**config.mk**
```make
export PLATFORM = sky130hd
export DESIGN_NAME = weight_ram_writer
export DESIGN_NICKNAME = d
export VERILOG_FILES = /design/src/rtl/dqn_weight_pkg.sv /design/src/rtl/weight_ram_writer.sv
export SDC_FILE = /design/constraint.sdc
export NUM_CORES = 1
export LEC_CHECK = 0
export BUFFER_PORTS_ARGS = -buffer_cell sky130_fd_sc_hd__buf_2
export CAP_MARGIN = 20
export CORE_AREA = 8 8 73 91
export CTS_BUF_LIST = sky130_fd_sc_hd__clkbuf_4 sky130_fd_sc_hd__clkbuf_8
export DETAILED_ROUTE_END_ITERATION = 8
export DIE_AREA = 0 0 81 99
export PLACE_DENSITY = 0.71
export SLEW_MARGIN = 5
export SYNTH_ARGS = -nofsm -noshare
export SYNTH_HDL_FRONTEND = slang
export SYNTH_SLANG_ARGS = --single-unit
```
**constraint.sdc**
```tcl
create_clock -name clk -period 5.15 [get_ports clk]
set_input_delay 0.7725 -clock clk [delete_from_list [all_inputs] [get_ports clk]]
set_output_delay 0.7725 -clock clk [all_outputs]
set_load 0.1 [all_outputs]
```
**src/rtl/dqn_weight_pkg.sv**
```systemverilog
// Shared definitions for the DQN weight RAM, its writer and its read controller.
//   - layer codes driven on the RAM layer select
//   - beat-count helpers: words per layer = nodes * (fan-in + 1 bias)
//   - clog2 helper for sizing counters
//   - writer FSM state type
package dqn_weight_pkg;

  localparam logic [1:0] LAYER_NONE     = 2'b00;
  localparam logic [1:0] LAYER_HIDDEN_1 = 2'b01;
  localparam logic [1:0] LAYER_HIDDEN_2 = 2'b10;
  localparam logic [1:0] LAYER_OUTPUT   = 2'b11;

  function automatic int clog2(input int value);
    int r;
    int x;
    r = 0;
    x = value - 1;
    while (x > 0) begin
      r = r + 1;
      x = x >> 1;
    end
    return r;
  endfunction

  function automatic int beats_l1(input int n_in, input int n_h1);
    return n_h1 * (n_in + 1);
  endfunction

  function automatic int beats_l2(input int n_h1, input int n_h2);
    return n_h2 * (n_h1 + 1);
  endfunction

  function automatic int beats_l3(input int n_h2, input int n_out);
    return n_out * (n_h2 + 1);
  endfunction

  function automatic int max3(input int a, input int b, input int c);
    int m;
    m = (a > b) ? a : b;
    return (m > c) ? m : c;
  endfunction

  // Writer sequencer states
  //   ST_IDLE   | waiting for i_start, upstream stalled
  //   ST_WR_L1  | accepting hidden-1 weights (layer 01)
  //   ST_WR_L2  | accepting hidden-2 weights (layer 10)
  //   ST_WR_L3  | accepting output weights   (layer 11)
  //   ST_FINISH | last strobe on the bus; o_done follows
  typedef enum logic [2:0] {
    ST_IDLE   = 3'd0,
    ST_WR_L1  = 3'd1,
    ST_WR_L2  = 3'd2,
    ST_WR_L3  = 3'd3,
    ST_FINISH = 3'd4
  } wr_state_e;

endpackage

```
**src/rtl/weight_ram_writer.sv**
```systemverilog
// Write-side sequencer for the layer weight RAM.
// Takes a flat weight stream (valid/ready) and writes it to the RAM as
// hidden-1, hidden-2, then output layer, issuing exactly the number of beats
// the RAM's own write pointer expects for each layer.
// Ports:
//   clk, rst           clock, async active-high reset
//   i_start            pulse: begin a full three-layer load (ignored while busy)
//   i_valid/i_weight   upstream stream; o_ready is the accept side
//   o_ram_enable       write strobe, one cycle after each accepted beat
//   o_rw_select        always 0 (write); reads are owned by the read side
//   o_layer/o_weight   RAM layer code and data, held between strobes
//   o_busy             load in progress
//   o_done             one-cycle pulse after the final strobe
module weight_ram_writer
  import dqn_weight_pkg::*;
#(
  parameter int DATA_WIDTH                    = 32,
  parameter int LAYER_WIDTH                   = 2,
  parameter int NUMBER_OF_INPUT_NODE          = 2,
  parameter int NUMBER_OF_HIDDEN_NODE_LAYER_1 = 32,
  parameter int NUMBER_OF_HIDDEN_NODE_LAYER_2 = 32,
  parameter int NUMBER_OF_OUTPUT_NODE         = 3
) (
  input  logic                   clk,
  input  logic                   rst,
  input  logic                   i_start,
  input  logic                   i_valid,
  input  logic [DATA_WIDTH-1:0]  i_weight,
  output logic                   o_ready,
  output logic                   o_ram_enable,
  output logic                   o_rw_select,
  output logic [LAYER_WIDTH-1:0] o_layer,
  output logic [DATA_WIDTH-1:0]  o_weight,
  output logic                   o_busy,
  output logic                   o_done
);

  localparam int N1 = beats_l1(NUMBER_OF_INPUT_NODE, NUMBER_OF_HIDDEN_NODE_LAYER_1);
  localparam int N2 = beats_l2(NUMBER_OF_HIDDEN_NODE_LAYER_1, NUMBER_OF_HIDDEN_NODE_LAYER_2);
  localparam int N3 = beats_l3(NUMBER_OF_HIDDEN_NODE_LAYER_2, NUMBER_OF_OUTPUT_NODE);
  localparam int CNT_RAW = clog2(max3(N1, N2, N3));
  localparam int CNT_W   = (CNT_RAW < 1) ? 1 : CNT_RAW;

  localparam logic [CNT_W-1:0] LAST_L1 = CNT_W'(N1 - 1);
  localparam logic [CNT_W-1:0] LAST_L2 = CNT_W'(N2 - 1);
  localparam logic [CNT_W-1:0] LAST_L3 = CNT_W'(N3 - 1);

  wr_state_e              state_q, state_d;
  logic [CNT_W-1:0]       cnt_q, cnt_d;
  logic                   ram_en_q, ram_en_d;
  logic [LAYER_WIDTH-1:0] layer_q, layer_d;
  logic [DATA_WIDTH-1:0]  weight_q, weight_d;
  logic                   busy_q, busy_d;
  logic                   done_q, done_d;

  logic                   ready;
  logic [LAYER_WIDTH-1:0] cur_layer;
  logic [CNT_W-1:0]       cur_last;
  wr_state_e              after_layer;

  always_ff @(posedge clk or posedge rst) begin
    if (rst) begin
      state_q  <= ST_IDLE;
      cnt_q    <= '0;
      ram_en_q <= 1'b0;
      layer_q  <= '0;
      weight_q <= '0;
      busy_q   <= 1'b0;
      done_q   <= 1'b0;
    end else begin
      state_q  <= state_d;
      cnt_q    <= cnt_d;
      ram_en_q <= ram_en_d;
      layer_q  <= layer_d;
      weight_q <= weight_d;
      busy_q   <= busy_d;
      done_q   <= done_d;
    end
  end

  always_comb begin
    state_d     = state_q;
    cnt_d       = cnt_q;
    ram_en_d    = 1'b0;
    layer_d     = layer_q;
    weight_d    = weight_q;
    busy_d      = busy_q;
    done_d      = 1'b0;
    ready       = 1'b0;
    cur_layer   = LAYER_WIDTH'(LAYER_NONE);
    cur_last    = LAST_L1;
    after_layer = ST_IDLE;

    case (state_q)
      ST_IDLE: begin
        // While o_done is still high the previous load is being retired,
        // so a start pulse landing on it is dropped.
        if (i_start && !done_q) begin
          state_d = ST_WR_L1;
          cnt_d   = '0;
          busy_d  = 1'b1;
        end
      end
      ST_WR_L1: begin
        ready       = 1'b1;
        cur_layer   = LAYER_WIDTH'(LAYER_HIDDEN_1);
        cur_last    = LAST_L1;
        after_layer = ST_WR_L2;
      end
      ST_WR_L2: begin
        ready       = 1'b1;
        cur_layer   = LAYER_WIDTH'(LAYER_HIDDEN_2);
        cur_last    = LAST_L2;
        after_layer = ST_WR_L3;
      end
      ST_WR_L3: begin
        ready       = 1'b1;
        cur_layer   = LAYER_WIDTH'(LAYER_OUTPUT);
        cur_last    = LAST_L3;
        after_layer = ST_FINISH;
      end
      ST_FINISH: begin
        state_d = ST_IDLE;
        busy_d  = 1'b0;
        done_d  = 1'b1;
      end
      default: begin
        state_d = ST_IDLE;
        busy_d  = 1'b0;
      end
    endcase

    // Shared accept path for the three write states. The counter stops at
    // the layer's last index and restarts at 0, tracking the RAM pointer.
    if (ready && i_valid) begin
      ram_en_d = 1'b1;
      layer_d  = cur_layer;
      weight_d = i_weight;
      if (cnt_q == cur_last) begin
        cnt_d   = '0;
        state_d = after_layer;
      end else begin
        cnt_d = cnt_q + CNT_W'(1);
      end
    end
  end

  assign o_ready      = ready;
  assign o_ram_enable = ram_en_q;
  assign o_rw_select  = 1'b0;
  assign o_layer      = layer_q;
  assign o_weight     = weight_q;
  assign o_busy       = busy_q;
  assign o_done       = done_q;

endmodule

```
==> Implementation_results.wiki, run 1 <==
{| class="wikitable"
! Metric !! Value
|-
| Critical path arrival || 2950 ps
|-
| Largest area contributor in the netlist || dfrtp_1
|-
| Worst supply voltage drop on vdd || between 0.2 and 0.3 mV
|-
| Mean number of vias per cell || between 4 and 5
|-
| Total Negative Setup Slacks || 0 ps
|-
| Largest driver fanout on the critical path || 43
|-
| Final WL || 5120 um
|-
| Required time of the worst setup path || 5330 ps
|-
| Cells resized by post-CTS repair || 0
|-
| Peak per-stage delay on the critical path || 820 ps
|-
| Antenna cells || 0
|-
| Async set-or-reset flop fraction in the synthesized netlist || 100%
|-
| Synthesis-to-finish area growth || 23.2%
|-
| Largest net degree at the start of global routing || 52
|-
| Number of hold violations in the final report || 0
|-
| Quantity of hold-fixing buffers added after cts || 0
|-
| Proportion of power drawn by flip-flops and latches || 45.3%
|-
| Die Height || just under 100 um
|-
| Number of buffer and inverter instances along the worst setup path || 3
|-
| Clock insertion delay at the later pin of the skew report || roughly 300 ps
|-
| Main synth FF type || dfrtp_1
|-
| Root buffer selected by CTS || clkbuf_8
|-
| Synthesized Nets || between 200 and 300
|-
| Worst slew margin relative to its limit || approximately two fifths
|-
| Die W || 81 um
|-
| Post-synthesis cell type count || 43
|-
| Via count of the first global-routing pass || 2000
|-
| Count of yosys warnings during synthesis || 0
|-
| Ratio of cells with drive above 1 in the final layout || roughly 27%
|-
| Crit path cell chain || buf_2, nor2b_1, o21ai_4, buf_4, clkinv_1, nand2b_1, o211ai_1
|-
| Register area share after synthesis || between 50% and 60%
|-
| Largest cells by area after synthesis || dfrtp_1, nand2_1, o21ai_0, a21oi_1, nand2b_1
|-
| Post-CTS Setup Inserts || 0
|-
| Switching pwr || 0.404 mW
|-
| Instance count of the mapped netlist || 255
|-
| Worst reg-to-reg setup slack || 2490 ps
|-
| Switching power as a share of total power || about two fifths
|-
| Starting density of the core || 43.2%
|-
| Post-layout min period || 2770 ps
|-
| Cell family with most CP delay || buffers and inverters
|-
| Global-route wire length before repair || 8580 um
|-
| Die ar. || 0.00802 sq mm
|-
| Maximum clock skew at final layout || 11.4 ps
|-
| Endpoint class of the critical path || flop
|-
| Critical path launch point type || primary input
|-
| Total number of nets in the final design || 361
|-
| Count of H-tree levels built during CTS || 2
|-
| Tightest Hold Check Type || reg -> reg
|-
| CTS clk-pin slew, worst paths || 90 ps
|-
| CTS tree || yes
|-
| Number of placement rows || 30
|-
| Setup Viol. Count Final || 0
|-
| Number of pins exceeding their max-slew limit in the final report || 0
|-
| Core area || about 0.0053 sq mm
|-
| Antenna violations before repair || 0
|-
| Post-route DRC || 0
|-
| Post-detailed-route wirelength per cell || around 13 um
|-
| Run status || complete, no violations
|-
| Count of nets left with antenna violations after detail routing || 0
|-
| Slew at the pin closest to its max-slew limit || 888 ps
|-
| Post-DP HPWL || 3680 um
|-
| Count of buffers inserted at the top-level ports || 73
|-
| Average cell area after synthesis || about 8.9 sq um
|-
| Power consumption || about 1.1 mW
|-
| Detailed Routing Iterations Pass 1 || 4
|-
| CTS buffer count || 5
|-
| Share of power burned in the clock network || 26.4%
|-
| Number of sinks driven by the clock tree || 51
|-
| Maximum clock frequency || ~0.36 GHz
|-
| Logic pwr share || 28.2%
|-
| Overall overflow remaining after global route || 0
|-
| Cell-internal power || 0.648 mW
|-
| Static leakage || 1.53 nW
|-
| Final hold slack || 477 ps
|-
| Max_cap viols || 0
|-
| Worst path slowest cell || clkinv_1
|-
| Proportion of netlist area held by the largest area contributor || 56.3%
|-
| Number of flops mapped to enable cells by yosys || 0
|-
| First DRT Iteration DRCs || 120
|-
| Overall routing resource usage || about an eighth
|-
| Total vias in the final route || 1912
|-
| Netlist area before placement || between 0.002 and 0.0025 sq mm
|-
| Period Utilization, post-route || 53.8%
|-
| Io pins || 75
|-
| Buffer levels on the longest clock path || 2
|-
| Flip-flop and latch count after synthesis || 51
|-
| Unrepaired setup endpoints after global routing || false
|-
| GP Congestion || 0.736
|-
| Pwr dens || 377 mW/mm^2
|-
| Worst setup path class || in -> reg
|}
-- cells in the mapped netlist (2+ instances only) --
library cell and number:
xor2_1 2, and2_1 2, a211oi_1 2, or3_1 2, a21oi_1 6, nor2b_1 2, buf_2 2, a21o_1 3
nand2b_1 4, nor2_1 6, buf_1 3, nand4_1 3, clkbuf_1 6, inv_1 4, o21ai_0 8, a31o_2 2
nor3_2 2, nand2_1 115, or4_1 2, nor3_1 3, dfrtp_1 51, mux2i_1 2, nand3_1 3
-- cells in the final DEF, fill, tap and decap left out, types with 3 or more instances in the layout --
cell and instances:
nand2_1 115, o21ai_0 8, nor3_1 3, a21oi_1 6, inv_1 3, nand4_1 3
buf_2 73, a21o_1 3, dfrtp_1 51, clkbuf_8 5, nand2b_1 4, nand3_1 3
nor2_1 6
-- area by class of cell --
| type | instances | area [sq um] |
|---|---|---|
| clock buffer | 6 | 76.3 |
| multi-input combinational | 186 | 911 |
| inverter | 5 | 18.8 |
| clock inverter | 2 | 38.8 |
| sequential | 51 | 1280 |
| tap | 64 | 80.1 |
| fill | 493 | 2460 |
| timing repair buffer | 75 | 393 |
-- registers in the layout, summed over array words and instances (netlist names) --
name / count
o_done: 1
o_busy: 1
o_layer: 2
cnt_q: 11
o_ram_enable: 1
state_q: 3
o_weight: 32
-- layer usage --
| layer | wire [um] | vias up | GRT usage, % |
|---|---|---|---|
| met5 | 0 | - | 0 |
| met3 | 311 | 7 | 3.92 |
| met4 | 80 | 0 | 5.38 |
| li1 | - | 967 | - |
| met2 | 2550 | 50 | 22.8 |
| met1 | 2190 | 888 | 14.6 |
-- final timing paths --
| path | start | to | depth (start not counted) |
|---|---|---|---|
| max in group asynchronous | rst | cnt_q[8]$_DFFE_PP0P_ | 3 |
| max | i_valid | cnt_q[4]$_DFFE_PP0P_ | 7 |
| min in group asynchronous | rst | o_weight[26]$_DFFE_PP0P_ | 2 |
| min reg2reg | o_weight[21]$_DFFE_PP0P_ | o_weight[21]$_DFFE_PP0P_ | 2 |
| max reg2reg | state_q[2]$_DFF_PP0_ | cnt_q[4]$_DFFE_PP0P_ | 6 |
| min | o_weight[21]$_DFFE_PP0P_ | o_weight[21]$_DFFE_PP0P_ | 2 |
-- cells by family (layout without fill, tap and decap cells) --
family | count (synthesis) | count (layout) | share of synthesized area [%]
other cells | 1 | 1 | 0.165
mux | 2 | 2 | 0.883
xor+xnor | 3 | 3 | 1.16
compound gates | 28 | 28 | 8.49
flops | 51 | 51 | 56.3
simple gates | 151 | 151 | 28.9
buf+inv | 18 | 88 | 3.58
fa+ha+maj | 1 | 1 | 0.551
-- stage by stage --
stage	std cells	area, sq um	util (%)	worst slack, ps
6_report	389	2790	53.2	2380
5_1_grt	389	2790	53.2	2110
4_1_cts	388	2770	52.8	2380
3_5_place_dp	380	2660	50.6	2060
3_3_place_gp	380	2660	50.6	2060
2_1_floorplan	255	2270	-	2540
-- worst min-delay path: stages, from the launching register on --
cell     delay, ps
dfrtp_1        350
nand2_1         50
nand2_1         50
-- power by group through the flow --
stage / sequential [mW] / combinational [mW] / clock, mW
global placement: 0.483 / 0.294 / 0
floorplan: 0.643 / 0.0733 / 0
CTS: 0.476 / 0.298 / 0.289
finish: 0.477 / 0.297 / 0.278
detailed placement: 0.483 / 0.298 / 0
global route: 0.482 / 0.315 / 0.305
Power figures use the tool's default switching activity.
==> inputs of run 2 (changes only) <==
==> constraint.sdc (replaced) <==
create_clock -name clk -period 2.8 [get_ports clk]
set_input_delay 0.42 -clock clk [delete_from_list [all_inputs] [get_ports clk]]
set_output_delay 0.42 -clock clk [all_outputs]
set_load 0.1 [all_outputs]
==> Implementation_results.wiki, run 2 (same netlist as run 1, synthesis figures left out) <==
{| class="wikitable"
! Metric !! Value
|-
| Count of buffers inserted at the top-level ports || 73 (unchanged)
|-
| Synthesis-to-finish area growth || 22.2%
|-
| Clock insertion delay at the later pin of the skew report || 300 ps (about the same)
|-
| Core area || 0.00526 sq mm (unchanged)
|-
| Die Height || 99 um (unchanged)
|-
| Post-DP HPWL || 3800 um (+3.1%)
|-
| CTS clk-pin slew, worst paths || 90 ps (about the same)
|-
| Overall routing resource usage || 13.5% (+0.24 points)
|-
| Cell area after placement || 0.00267 sq mm (+0.56%)
|-
| DP Cell Count || 382 (+0.53%)
|-
| CTS tree || yes
|-
| GP Congestion || 0.811 (+10%)
|-
| Mean number of vias per cell || 4.83 (-1.7%)
|-
| Number of hold violations in the final report || 0 (unchanged)
|-
| Die W || 81 um (unchanged)
|-
| Setup Viol. Count Final || 0 (unchanged)
|-
| Via count of the first global-routing pass || 1980 (-1.0%)
|-
| Worst supply voltage drop on vdd || 0.404 mV (+48%)
|-
| Worst slew margin relative to its limit || 62.1% (+22 points)
|-
| Critical path launch point type || flop
|-
| Critical path arrival || 2250 ps (-700 ps)
|-
| Root buffer selected by CTS || clkbuf_8
|-
| Max_cap viols || 0 (unchanged)
|-
| Largest register FFs || 32 (unchanged)
|-
| Final WL || 5100 um (-0.45%)
|-
| Maximum clock skew at final layout || 5.78 ps (-5.58 ps)
|-
| Antenna violations before repair || 0 (unchanged)
|-
| Required time of the worst setup path || 3010 ps (-2320 ps)
|-
| Worst path slowest cell || dfrtp_1
|-
| Finished Layout Cells || 390 (+0.26%)
|-
| Count of nets left with antenna violations after detail routing || 0 (unchanged)
|-
| Pwr dens || 671 mW/mm^2 (+78%)
|-
| Post-layout min period || 2040 ps
|-
| Run status || complete, no violations
|-
| Global-route wire length before repair || 8710 um (+1.5%)
|-
| Buffer levels on the longest clock path || 2 (unchanged)
|-
| Overall overflow remaining after global route || 0 (unchanged)
|-
| Quantity of hold-fixing buffers added after cts || 0 (unchanged)
|-
| Total number of nets in the final design || 362 (+0.28%)
|-
| Commonest non-fill, non-tap cell in the layout || nand2_1
|-
| Post-detailed-route wirelength per cell || 13.1 um (-0.70%)
|-
| Number of placement rows || 30 (unchanged)
|-
| Final Instance Area || 0.00277 sq mm (-0.76%)
|-
| CTS buffer count || 5 (unchanged)
|-
| Number of sinks driven by the clock tree || 51 (unchanged)
|-
| Largest net degree at the start of global routing || 35 (-33%)
|-
| Cells resized by post-CTS repair || 0 (unchanged)
|-
| Die ar. || 0.00802 sq mm (unchanged)
|-
| Antenna cells || 0 (unchanged)
|-
| Commonest cells after routing, fill and taps aside || nand2_1, buf_2, dfrtp_1
|-
| Maximum clock frequency || 0.491 GHz
|-
| Endpoint class of the critical path || flop
|-
| Io pins || 75 (unchanged)
|-
| Detailed Routing Iterations Pass 1 || 4 (unchanged)
|-
| Period Utilization, post-route || 72.8%
|-
| Post-route DRC || 0 (unchanged)
|-
| Total Negative Setup Slacks || 0 ps (unchanged)
|-
| Ratio of cells with drive above 1 in the final layout || 27.6% (+0.22 points)
|-
| Crit path cell chain || ha_1, nand3_1, nor3_1, nor2_1, or4_1, o21ai_0
|-
| Final hold slack || 87.3 ps (-390 ps)
|-
| Largest driver fanout on the critical path || 6 (-86%)
|-
| Final core area utilization || 52.8% (-0.40 points)
|-
| Number of pins exceeding their max-slew limit in the final report || 0 (unchanged)
|-
| Count of H-tree levels built during CTS || 2 (unchanged)
|-
| Worst setup path class || reg -> reg
|-
| First DRT Iteration DRCs || 85 (-29%)
|-
| Slew at the pin closest to its max-slew limit || 567 ps (-321 ps)
|-
| Unrepaired setup endpoints after global routing || false
|-
| Post-CTS Setup Inserts || 0 (unchanged)
|-
| Total vias in the final route || 1884 (-1.5%)
|-
| Tightest Hold Check Type || in -> async
|-
| Starting density of the core || 43.2% (unchanged)
|-
| Static leakage || 1.52 nW (-0.47%)
|-
| Peak per-stage delay on the critical path || 460 ps (-360 ps)
|}
-- run 2: area by class of cell --
cell class                 instances  area (sq um)
clock inverter                     1          8.76
sequential                        51          1280
multi-input combinational        186           911
fill                             527          2480
timing repair buffer              76           388
tap                               64          80.1
inverter                           5          18.8
clock buffer                       7          90.1
-- run 2: layer usage --
metal	vias to the layer above	share of wire (%)	global-route usage [%]
li1	963	-	-
met1	868	41	14.6
met2	48	52	23.9
met3	5	5.4	3.64
met4	0	1.5	4.97
met5	-	0	0
-- run 2: worst paths after layout --
path	start	end	slack (ps)	cells after the start
max reg2reg	cnt_q[1]$_DFFE_PP0P_	cnt_q[10]$_DFFE_PP0P_	760	6
min reg2reg	o_weight[4]$_DFFE_PP0P_	o_weight[4]$_DFFE_PP0P_	470	2
min in group clk	i_weight[6]	o_weight[6]$_DFFE_PP0P_	300	3
max in group asynchronous	rst	cnt_q[10]$_DFFE_PP0P_	1970	3
min	rst	o_weight[0]$_DFFE_PP0P_	90	2
max	cnt_q[1]$_DFFE_PP0P_	cnt_q[10]$_DFFE_PP0P_	760	6
-- run 2: metrics by stage --
| stage | setup WS (ps) | power (mW) |
|---|---|---|
| global placement | 863 | 1.43 |
| finish | 761 | 1.86 |
| global route | 562 | 1.95 |
| floorplan | 544 | 1.32 |
| CTS | 760 | 1.88 |
| detailed placement | 788 | 1.43 |
-- run 2: critical path: cells and delay by family, from the launching register on --
kind,cells,cell delay (ps)
DFF,1,460
AOI/OAI and AO/OA,1,180
and+or+nand+nor,4,1080
adders and majority gates,1,240
-- run 2: power by group --
group | total (mW) | internal (mW) | switching, mW
Sequential | 0.873 | 0.806 | 0.0675
Clock | 0.446 | 0.212 | 0.233
Combinational | 0.542 | 0.105 | 0.437
Total | 1.86 | 1.12 | 0.738
